**src/rtl/s420_trojan_test_sequencer.sv**
```systemverilog
// Stimulus/compare sequencer for an s420 suspect/golden pair: drives identical LFSR
// vectors to both netlists, flushes them through a warm-up phase, then scores Z mismatches.
module s420_trojan_test_sequencer #(
  parameter int NUM_VECTORS   = 1024,
  parameter int WARMUP_CYCLES = 16,
  parameter int CNT_W         = 16,
  parameter bit STOP_ON_FAIL  = 1'b0
) (
  input  logic             CK,
  input  logic             rst_n,
  input  logic             start,
  input  logic [23:0]      seed,
  output logic [16:0]      c_vec,
  output logic             p0,
  output logic             vec_valid,
  input  logic             dut_z,
  input  logic             gold_z,
  output logic             busy,
  output logic             done,
  output logic             fail,
  output logic [CNT_W-1:0] mismatch_cnt,
  output logic [CNT_W-1:0] first_fail_idx,
  output logic [CNT_W-1:0] vec_idx
);

  localparam logic [1:0] S_IDLE   = 2'd0;
  localparam logic [1:0] S_WARMUP = 2'd1;
  localparam logic [1:0] S_RUN    = 2'd2;
  localparam logic [1:0] S_DONE   = 2'd3;

  localparam int               WW        = (WARMUP_CYCLES > 1) ? $clog2(WARMUP_CYCLES) : 1;
  localparam logic [WW-1:0]    WARM_LAST = WW'(WARMUP_CYCLES - 1);
  localparam logic [CNT_W-1:0] VEC_LAST  = CNT_W'(NUM_VECTORS - 1);

  logic [1:0]       r_state;
  logic [23:0]      r_lfsr;
  logic [16:0]      r_c_vec;
  logic             r_p0;
  logic [WW-1:0]    r_warm_cnt;
  logic [CNT_W-1:0] r_vec_idx;
  logic [CNT_W-1:0] r_mismatch_cnt;
  logic [CNT_W-1:0] r_first_fail_idx;
  logic             r_fail;

  logic [23:0] w_lfsr_step;
  logic [23:0] w_seed_eff;
  logic        w_mismatch;
  logic        w_last_vec;

  assign w_lfsr_step = {r_lfsr[22:0], r_lfsr[23] ^ r_lfsr[22] ^ r_lfsr[21] ^ r_lfsr[16]};
  assign w_seed_eff  = (seed == 24'd0) ? 24'h000001 : seed;
  assign w_mismatch  = dut_z ^ gold_z;
  assign w_last_vec  = (r_vec_idx == VEC_LAST);

  // c_vec/p0 are separate copies of the LFSR taps so they can read 0 after reset
  // while the LFSR itself sits at its non-zero reset value.
  always_ff @(posedge CK) begin
    if (!rst_n) begin
      r_state          <= S_IDLE;
      r_lfsr           <= 24'h000001;
      r_c_vec          <= '0;
      r_p0             <= 1'b0;
      r_warm_cnt       <= '0;
      r_vec_idx        <= '0;
      r_mismatch_cnt   <= '0;
      r_first_fail_idx <= '0;
      r_fail           <= 1'b0;
    end else begin
      case (r_state)
        S_IDLE, S_DONE: begin
          if (start) begin
            r_state          <= S_WARMUP;
            r_lfsr           <= w_seed_eff;
            r_c_vec          <= w_seed_eff[16:0];
            r_p0             <= w_seed_eff[23];
            r_warm_cnt       <= '0;
            r_vec_idx        <= '0;
            r_mismatch_cnt   <= '0;
            r_first_fail_idx <= '0;
            r_fail           <= 1'b0;
          end
        end
        S_WARMUP: begin
          r_lfsr  <= w_lfsr_step;
          r_c_vec <= w_lfsr_step[16:0];
          r_p0    <= w_lfsr_step[23];
          if (r_warm_cnt == WARM_LAST) begin
            r_state    <= S_RUN;
            r_warm_cnt <= '0;
          end else begin
            r_warm_cnt <= r_warm_cnt + 1'b1;
          end
        end
        S_RUN: begin
          if (w_mismatch) begin
            if (r_mismatch_cnt != '1) begin
              r_mismatch_cnt <= r_mismatch_cnt + 1'b1;
            end
            if (!r_fail) begin
              r_fail           <= 1'b1;
              r_first_fail_idx <= r_vec_idx;
            end
          end
          // An early stop leaves the failing vector on the outputs for inspection.
          if (STOP_ON_FAIL && w_mismatch) begin
            r_state <= S_DONE;
          end else begin
            r_lfsr  <= w_lfsr_step;
            r_c_vec <= w_lfsr_step[16:0];
            r_p0    <= w_lfsr_step[23];
            if (w_last_vec) begin
              r_state <= S_DONE;
            end else begin
              r_vec_idx <= r_vec_idx + 1'b1;
            end
          end
        end
        default: r_state <= S_IDLE;
      endcase
    end
  end

  assign c_vec          = r_c_vec;
  assign p0             = r_p0;
  assign vec_valid      = (r_state == S_RUN);
  assign busy           = (r_state == S_WARMUP) || (r_state == S_RUN);
  assign done           = (r_state == S_DONE);
  assign fail           = r_fail;
  assign mismatch_cnt   = r_mismatch_cnt;
  assign first_fail_idx = r_first_fail_idx;
  assign vec_idx        = r_vec_idx;

endmodule

```
**config.mk**
```make
export PLATFORM = sky130hd
export DESIGN_NAME = s420_trojan_test_sequencer
export DESIGN_NICKNAME = d
export VERILOG_FILES = /design/src/rtl/s420_trojan_test_sequencer.sv
export SDC_FILE = /design/constraint.sdc
export NUM_CORES = 1
export LEC_CHECK = 0
export ABC_AREA = 0
export BUFFER_PORTS_ARGS = -buffer_cell sky130_fd_sc_hd__buf_2
export CORE_AREA = 2 2 96 98
export CTS_CLUSTER_DIAMETER = 100
export DETAILED_ROUTE_END_ITERATION = 12
export DIE_AREA = 0 0 98 100
export PLACE_DENSITY = 0.71
export SYNTH_ARGS = -nofsm -noshare
export SYNTH_HDL_FRONTEND = slang
export SYNTH_SLANG_ARGS = --single-unit
```
**constraint.sdc**
```tcl
create_clock -name CK -period 2.3 [get_ports CK]
set_clock_uncertainty 0.15 [all_clocks]
set_input_delay 0 -clock CK [delete_from_list [all_inputs] [get_ports CK]]
set_output_delay 0 -clock CK [all_outputs]
set_load 0.05 [all_outputs]
```
==> run_results.csv, run 1 <==
group,metric,value,unit
run_status,status,"finished clean",
placement,io_buffer_count,98,
final_layout,finalNetCount,591,
final_layout,stdcell_count,671,
clocking,htree_levels,3,
setup_path,path_class,"register to register",
global_routing,busiest_layer,"met2",
setup_path,cp_data_required_time,2470,ps
floorplanning,start_util,45.8,%
final_layout,multi_input_area,0.00217,sq mm
setup_path,cp.arrival,2340,ps
floorplanning,design.core.area,0.00889,sq mm
final_layout,seq_area,0.00160,sq mm
route,vias,3797,
clocking,cts_buffers,9,
flow_run,max-cap-violations,0,
global_routing,grt_antenna_before_repair,0,
clocking,cts_root_buffer,"clkbuf_8",
route,vias_per_cell,5.66,
global_routing,met3_usage,5.08,%
worst_hold_path,min_path_type,"primary input to register",
floorplanning,die_h,100,um
clocking,numClockSinks,80,
synthesis,ys.flop_type,"dfxtp_1",
timing,tightest_slew,577,ps
global_routing,grt_pass1_wl,17.2,mm
pwr,ir_worst_vdd,0.000767,V
placement,gp_congestion,0.828,
timing,rsz0062_at_grt,"no",
clocking,cts_setup_buffers,0,
synthesis,yosys.area.top_type_share,39.4,%
clocking,clk_latency,370,ps
global_routing,use_met1,27.1,%
setup_path,start_kind,"register",
final_layout,final_common_cell,"buf_2",
clocking,cts_buffer_depth,2,
floorplanning,ios,99,
timing,holdWs,235,ps
final_layout,layout_common_cells,"buf_2 (98), dfxtp_1 (80), nor2_1 (65)",
timing,hold_viol,0,
pwr,power_per_cell_area,1030,mW/mm^2
synthesis,synth.net_count,486,
final_layout,fillers,821,
route,wl_per_cell,15.4,um
route,drtPass1Iterations,5,
synthesis,synthTopCellsByArea,"dfxtp_1 (39%), mux2i_1 (6.4%), nor2_1 (6.0%)",
route,post-route-drc-count,0,
timing,timing.final.crit_share,94.7,%
synthesis,ys_types,65,
global_routing,grt_use_total,21.4,%
timing,setup-tns-final,0,ps
synthesis,ys_seq_elements,80,
route,routed_wl,10.3,mm
final_layout,syn_to_final_growth,22.6,%
synthesis,synth-async-reset-ratio,0,%
global_routing,grtUsageMet2,35.7,%
clocking,path_clk_slew,90,ps
placement,dp_hpwl,6.85,mm
synthesis,ys_seq_area_share,39.4,%
global_routing,grt_max_degree,54,
global_routing,grt_overflow,0,
synthesis,avgSynthCellArea,9.04,sq um
synthesis,synth_warnings,0,
timing,fin_crit,2180,ps
synthesis,synth_edf_count,0,
final_layout,diodes,0,
pwr,leakage,2.13,nW
timing,relSlewSlack,61.3,%
placement,post-place-cells,629,
setup_path,critPathMaxFanout,6,
floorplanning,placementRows,35,
timing,max_freq,459,MHz
synthesis,synth_top_cell_by_area,"dfxtp_1",
setup_path,worst_setup_path_end_kind,"register",
final_layout,drive_above_1_share,27.1,%
floorplanning,die_w,98,um
route,first_iter_violations,171,
synthesis,syn-instance-count,450,
global_routing,grt_pass1_vias,3692,
floorplanning,die_area,0.00980,sq mm
synthesis,syn_area,0.00407,sq mm
timing,slew_viol_final,0,
timing,setup_viol,0,
final_layout,final_core_util,56.1,%
route,ant_nets,0,
clocking,cts_tree,"yes",
==> layout make-up <==
type                    instances  area share (%)
clock inverters                 6            1.03
multi-input cells             318            43.6
well taps                     111            2.78
flip-flops and latches         80            32.1
clock buffers                  10            2.76
repair buffers                137            17.1
inverters                       9           0.677
==> flip-flops by register name, summed over array words and instances (netlist names) <==
register,count
r_lfsr,23
first_fail_idx,16
mismatch_cnt,16
vec_idx,16
r_warm_cnt,4
r_state,2
c_vec,1
fail,1
p0,1
==> cell usage after synthesis, types with 4 or more instances <==
cell type and instances:
a211oi_1 24, buf_2 6, a21oi_1 15, ha_1 7
a31oi_1 5, nor4_1 9, nor2_1 65, and3_1 7
nor3_1 6, buf_4 19, nand4_1 11, nor3_2 4
a22oi_1 17, xnor2_1 12, nand2_1 23, nand3_1 14
mux2i_1 26, dfxtp_1 80, o21ai_0 9, xor2_1 4
clkbuf_1 14, inv_1 9
==> routing by layer <==
metal / wire length (um) / up-vias
li1: - / 1849
met1: 4640 / 1808
met2: 4860 / 127
met3: 641 / 13
met4: 165 / 0
met5: 0 / -
==> critical path, stage by stage, from the launching register on <==
cell	delay [ps]
dfxtp_1	340
inv_1	50
ha_1	370
mux2i_2	380
nand2b_1	320
nor3_1	110
a311oi_1	300
a41o_1	120
==> logic make-up (layout without fill, tap and decap cells) <==
logic type / count (synthesis) / count (layout) / synth area share, %
compound gates: 102 / 102 / 18.4
fa+ha+maj: 7 / 7 / 2.15
flops: 80 / 80 / 39.4
buf+inv: 52 / 162 / 7.29
xor+xnor: 16 / 16 / 3.44
simple gates: 167 / 167 / 23.0
mux: 26 / 26 / 6.40
==> repair_timing <==
item,CTS,global route
gates resized for setup,0,2
hold buffers,26,0
endpoints found under the hold margin,38,0
endpoints found under the setup margin,0,3
==> power by group <==
group	switching [W]	internal [W]
Combinational	0.00165	0.000702
Sequential	0.000178	0.00162
Clock	0.000548	0.000434
==> per-stage QoR <==
step | power [W] | instance area, sq um | setup slack [ps]
global placement | 0.00405 | 4530 | 182
floorplan | 0.00378 | 4070 | 53.0
finish | 0.00513 | 4990 | 122
global route | 0.00546 | 4990 | 41.7
CTS | 0.00512 | 4980 | 75.0
detailed placement | 0.00409 | 4530 | 111
==> worst paths after layout <==
check                           cells past startpoint  slack (ps)       endpoint     startpoint
worst max-delay path                                7         120    vec_idx[15]     r_state[0]
worst min-delay path                                5         230           fail          dut_z
worst max register to register                      7         120    vec_idx[15]     r_state[0]
worst min register to register                      2         350  r_warm_cnt[0]  r_warm_cnt[0]
No activity file was read; power rests on OpenSTA's default activity.
==> run 2: changes to the inputs <==
--- a/config.mk
+++ b/config.mk
@@ -5,12 +5,12 @@
 export SDC_FILE = /design/constraint.sdc
 export NUM_CORES = 1
 export LEC_CHECK = 0
-export ABC_AREA = 0
+export ABC_AREA = 1
 export BUFFER_PORTS_ARGS = -buffer_cell sky130_fd_sc_hd__buf_2
-export CORE_AREA = 2 2 96 98
+export CORE_AREA = 2 2 117 85
 export CTS_CLUSTER_DIAMETER = 100
 export DETAILED_ROUTE_END_ITERATION = 12
-export DIE_AREA = 0 0 98 100
+export DIE_AREA = 0 0 119 87
 export PLACE_DENSITY = 0.71
 export SYNTH_ARGS = -nofsm -noshare
 export SYNTH_HDL_FRONTEND = slang
==> run_results.csv, run 2 <==
group,metric,value,unit
run_status,status,"finished clean",
setup_path,path_delay_family,"buffers and inverters",
synthesis,synth_most_common_cell,"nand2_1",
synthesis,synthTopCellsByArea,"dfxtp_1 (37%), nand2_1 (15%), inv_1 (7.9%)",
route,vias,4571,
synthesis,synth_warnings,0,
placement,place_area,0.00490,sq mm
synthesis,synth_edf_count,0,
synthesis,syn-instance-count,646,
final_layout,largest_register_ffs,23,
pwr,power_per_cell_area,1040,mW/mm^2
pwr,power_switching,0.00241,W
route,ant_nets,0,
synthesis,synth_top_cell_by_area,"dfxtp_1",
floorplanning,design.core.area,0.00935,sq mm
clocking,htree_levels,3,
setup_path,worst_path_most_repeated_cell,"inv_1",
placement,dp_hpwl,8.58,mm
pwr,swShare,42.1,%
synthesis,synth-async-reset-ratio,0,%
final_layout,design_area,0.00552,sq mm
global_routing,grt_pass1_vias,4308,
route,drtPass1Iterations,5,
setup_path,path_cells,"inv_1 > ha_1 > buf_4 > nand3_1 > dlygate4sd3_1 > o211ai_1 > nand2_1 > inv_1",
floorplanning,ios,99,
synthesis,ys_types,39,
flow_run,max-cap-violations,0,
final_layout,final_core_util,59.0,%
clocking,cts_buffers,9,
route,routed_wl,12.5,mm
global_routing,grt_antenna_before_repair,0,
timing,tightest_slew,419,ps
setup_path,cp_slowest_cell,"dlygate4sd3_1",
floorplanning,die_h,87,um
clocking,clk_latency,340,ps
pwr,pwr-share-clk,29.5,%
synthesis,ys_seq_area_share,36.8,%
pwr,leakage,2.61,nW
final_layout,drive_above_1_share,20.9,%
global_routing,grt_pass1_wl,20.3,mm
placement,io_buffer_count,98,
global_routing,grt_max_degree,25,
global_routing,grt_overflow,0,
floorplanning,die_area,0.0104,sq mm
clocking,cts_buffer_depth,2,
setup_path,cp_num_buf_inv,4,
timing,final.setup.worst_slack,122,ps
clocking,cts_tree,"yes",
timing,hold_viol,0,
setup_path,path_class,"register to register",
floorplanning,placementRows,30,
pwr,p_comb_share,41.6,%
timing,max_freq,459,MHz
setup_path,worst_setup_path_end_kind,"register",
timing,setup-tns-final,0,ps
pwr,intPower,0.00332,W
timing,timing.final.crit_share,94.7,%
floorplanning,die_w,119,um
route,first_iter_violations,342,
synthesis,ys.flop_type,"dfxtp_1",
final_layout,fillers,868,
final_layout,finalNetCount,797,
timing,fin_crit,2180,ps
synthesis,ys_seq_elements,80,
placement,gp_congestion,0.933,
final_layout,diodes,0,
pwr,seqPwrFrac,28.9,%
synthesis,avgSynthCellArea,6.73,sq um
final_layout,layout_common_cells,"nand2_1 (174), buf_2 (98), inv_1 (92)",
setup_path,critPathMaxFanout,10,
timing,relSlewSlack,71.9,%
timing,rsz0062_at_grt,"no",
synthesis,syn_area,0.00435,sq mm
final_layout,multi_input_area,0.00213,sq mm
route,post-route-drc-count,0,
clocking,cts_setup_buffers,0,
worst_hold_path,min_path_type,"primary input to register",
route,vias_per_cell,5.11,
pwr,p_total,0.00573,W
synthesis,yosys.area.top_type_share,36.8,%
final_layout,syn_to_final_growth,26.9,%
synthesis,synth.net_count,682,
clocking,cts_root_buffer,"clkbuf_16",
floorplanning,start_util,46.5,%
setup_path,start_kind,"register",
setup_path,cp.arrival,2310,ps
global_routing,grt_use_total,24.5,%
clocking,numClockSinks,80,
pwr,ir_worst_vdd,0.000764,V
synthesis,ys_top_cells_by_count,"nand2_1 (174), inv_1 (92), dfxtp_1 (80)",
route,wl_per_cell,13.9,um
final_layout,seq_area,0.00160,sq mm
clocking,path_clk_slew,60,ps
final_layout,final_common_cell,"nand2_1",
timing,setup_viol,0,
setup_path,cp_data_required_time,2430,ps
setup_path,cpPeakStageDelay,560,ps
placement,dp_slack,133,ps
final_layout,regMostFlops,"r_lfsr",
timing,slew_viol_final,0,
-- run 2: cell count changes after synthesis, moves of 9 or more --
cell,change
inv_1,+83
nor4_1,-9
o211ai_1,+11
nand3_1,+35
o221ai_1,+11
a211oi_1,-22
mux2i_1,-26
a21oi_1,+19
nand2_1,+151
a22oi_1,-17
-- run 2: what timing repair did --
item	CTS	global route
hold buffers	26	0
setup endpoints to repair	0	5
resized for setup	0	1
hold endpoints to repair	25	0
-- run 2: power groups by stage --
stage	combinational [W]	sequential (W)	clock, W
floorplan	0.00180	0.00174	0
global placement	0.00224	0.00168	0
detailed placement	0.00230	0.00168	0
CTS	0.00235	0.00166	0.00171
global route	0.00259	0.00167	0.00177
finish	0.00238	0.00166	0.00169
-- run 2: worst register-to-register path: cells and delay by family (launching register included) --
family / cells / cell delay, ps
compound gates: 1 / 90
flops: 1 / 400
simple gates: 2 / 150
fa+ha+maj: 1 / 400
buf+inv: 4 / 930
-- run 2: area by class of cell --
class                   instances  share of cell area [%]
flip-flops and latches         80                    29.0
clock inverters                 5                    1.86
well taps                     128                    2.90
multi-input cells             429                    38.7
clock buffers                  11                    4.58
inverters                      99                    6.91
repair buffers                142                    16.1
-- run 2: kinds of logic (layout without fill, tap and decap cells) --
kind of cell,count (synthesis),count (layout),synth area share [%]
xor gates and xnor gates,11,11,2.22
adders and majority gates,7,7,2.01
DFF,80,80,36.8
and+or+nand+nor,331,331,32.9
buffers and inverters,137,257,14.2
AOI/OAI and AO/OA,80,80,11.8
-- run 2: stage by stage --
step | hold WS, ps | instances
2_1_floorplan | 58.4 | 646
3_3_place_gp | 208 | 852
3_5_place_dp | 211 | 852
4_1_cts | 8.04 | 894
5_1_grt | 32.6 | 894
6_report | 12.0 | 894
-- run 2: worst paths after layout --
kind / start / end / slack, ps / cells past startpoint
setup / recovery: r_state[0] / r_lfsr[1] / 120 / 8
hold / removal: dut_z / fail / 10 / 5
setup reg to reg: r_state[0] / r_lfsr[1] / 120 / 8
hold reg to reg: first_fail_idx[2] / first_fail_idx[2] / 310 / 2
-- run 2: metal layers --
| metal | track usage, % | vias to the layer above | share of wire, % |
|---|---|---|---|
| met2 | 39.7 | 185 | 46 |
| met5 | 0 | - | 0 |
| met4 | 8.98 | 0 | 2.1 |
| li1 | - | 2258 | - |
| met1 | 32.3 | 2105 | 45 |
| met3 | 5.37 | 23 | 7.8 |
==> run 3: changes to the inputs <==
--- a/config.mk
+++ b/config.mk
@@ -7,11 +7,11 @@
 export LEC_CHECK = 0
 export ABC_AREA = 1
 export BUFFER_PORTS_ARGS = -buffer_cell sky130_fd_sc_hd__buf_2
-export CORE_AREA = 2 2 117 85
+export CORE_AREA = 2 2 115 84
 export CTS_CLUSTER_DIAMETER = 100
 export DETAILED_ROUTE_END_ITERATION = 12
-export DIE_AREA = 0 0 119 87
-export PLACE_DENSITY = 0.71
+export DIE_AREA = 0 0 117 86
+export PLACE_DENSITY = 0.73
 export SYNTH_ARGS = -nofsm -noshare
 export SYNTH_HDL_FRONTEND = slang
 export SYNTH_SLANG_ARGS = --single-unit
==> run_results.csv, run 3 (synthesis gave the netlist of run 2 again) <==
group,metric,value,unit
global_routing,grt_antenna_before_repair,0,
timing,setup-tns-final,0,ps
timing,timing.final.crit_share,93.0,%
floorplanning,die_w,117,um
setup_path,worst_setup_path_end_kind,"output pin",
clocking,clk_latency,340,ps
route,routed_wl,12.0,mm
timing,max_freq,467,MHz
timing,tightest_slew,450,ps
worst_hold_path,min_path_type,"primary input to register",
route,post-route-drc-count,0,
pwr,leakage,2.56,nW
global_routing,grt_max_degree,35,
setup_path,timing.rr.start,"r_state[0]",
setup_path,cpPeakStageDelay,390,ps
placement,dp_hpwl,8.46,mm
floorplanning,placementRows,29,
final_layout,final_common_cell,"nand2_1",
global_routing,grt_use_total,24.6,%
final_layout,drive_above_1_share,20.1,%
setup_path,cp.arrival,1990,ps
setup_path,r2r_setup_slack,200,ps
final_layout,diodes,0,
final_layout,syn_to_final_growth,25.0,%
clocking,cts_setup_buffers,0,
setup_path,timing.rr.end,"r_lfsr[1]",
placement,post-place-cells,843,
route,ant_nets,0,
timing,setup_viol,0,
route,wl_per_cell,13.6,um
timing,fin_crit,2140,ps
floorplanning,ios,99,
run_status,status,"finished clean",
floorplanning,die_h,86,um
final_layout,layout_common_cells,"nand2_1 (174), buf_2 (98), inv_1 (92)",
global_routing,grt_overflow,0,
timing,relSlewSlack,70.0,%
global_routing,grt_pass1_wl,19.7,mm
setup_path,crit_end,"busy",
placement,io_buffer_count,98,
clocking,cts_tree,"yes",
floorplanning,die_area,0.0101,sq mm
setup_path,path_cells,"inv_1 > ha_2 > buf_4 > inv_1 > buf_4 > buf_2",
global_routing,grt_pass1_vias,4137,
setup_path,path_class,"register to output pin",
route,drtPass1Iterations,8,
route,vias_per_cell,5.09,
route,first_iter_violations,375,
flow_run,max-cap-violations,0,
final_layout,largest_register_ffs,23,
setup_path,reg2reg_depth,8,
setup_path,start_kind,"register",
setup_path,cp_slowest_cell,"dfxtp_1",
clocking,cts_root_buffer,"clkbuf_16",
clocking,htree_levels,3,
placement,gp_congestion,0.947,
final_layout,finalNetCount,792,
final_layout,stdcell_count,885,
setup_path,startpoint,"r_state[0]",
pwr,power_per_cell_area,1030,mW/mm^2
setup_path,cp_data_required_time,2150,ps
clocking,numClockSinks,80,
final_layout,regMostFlops,"r_lfsr",
timing,rsz0062_at_grt,"no",
route,vias,4509,
setup_path,critPathMaxFanout,20,
clocking,cts_buffer_depth,2,
timing,slew_viol_final,0,
floorplanning,design.core.area,0.00889,sq mm
final_layout,fillers,791,
clocking,cts_buffers,9,
pwr,ir_worst_vdd,0.000625,V
floorplanning,start_util,48.9,%
timing,hold_viol,0,
clocking,path_clk_slew,60,ps
==> run 3: changes by cell type in the layout (fill, tap and decap cells not counted), sizes merged <==
cell,delta
clkinvlp,-1
clkbuf,+2
buf,-5
bufinv,-1
==> run 3: area by class of cell <==
cell class	instances	area [sq um]	area share [%]
Sequential cell	80	1600	29.5
Tap cell	124	155	2.86
Inverter	99	382	7.02
Timing Repair Buffer	137	848	15.6
Clock inverter	3	65.1	1.20
Multi-Input combinational cell	429	2130	39.2
Clock buffer	13	250	4.61
==> run 3: where the power goes <==
group | total, W | internal, W | switching (W)
clock | 0.00154 | 0.000980 | 0.000561
combinational | 0.00239 | 0.000687 | 0.00171
sequential | 0.00167 | 0.00154 | 0.000126
total | 0.00561 | 0.00321 | 0.00240
==> run 3: how the worst min path moves through the flow <==
| stage | slack, ps | start | to | cells past startpoint |
|---|---|---|---|---|
| after CTS | 4 | dut_z | fail | 5 |
| after floorplan | 60 | seed[0] | r_lfsr[0] | 4 |
| after global routing | 50 | gold_z | fail | 5 |
| after global placement | 190 | seed[0] | r_lfsr[0] | 5 |
| final | 20 | gold_z | fail | 5 |
| after detailed placement | 210 | seed[0] | r_lfsr[0] | 5 |
==> run 3: routing by layer <==
layer  share of wire [%]  vias to the layer above  global-route usage, %
met5                   0                        -                      0
li1                    -                     2253                      -
met1                  47                     2046                   33.8
met4                 1.7                        0                   8.98
met2                  44                      189                   36.6
met3                 7.3                       21                   7.21
==> run 3: metrics by stage <==
step / setup WS (ps) / total power [W] / instance area (sq um) / util, % / hold WS (ps)
floorplan: 37.4 / 0.00353 / 4350 / - / 58.4
global placement: 268 / 0.00394 / 4860 / 54.6 / 189
detailed placement: 175 / 0.00400 / 4860 / 54.6 / 206
CTS: 85.0 / 0.00560 / 5430 / 61.1 / 4.16
global route: 34.8 / 0.00593 / 5430 / 61.1 / 53.6
finish: 161 / 0.00561 / 5430 / 61.1 / 18.6
==> run 3: repair_timing <==
action                                  4_1_cts  5_1_grt
endpoints found under the setup margin        0        1
resized for setup                             0        1
hold buffers                                 26        0
endpoints found under the hold margin        35        0
==> run 3: critical path, delay by kind of cell, from the launching register on <==
family                     cells  cell delay, ps
adders and majority gates      1             350
DFF                            1             390
buffers and inverters          5             910
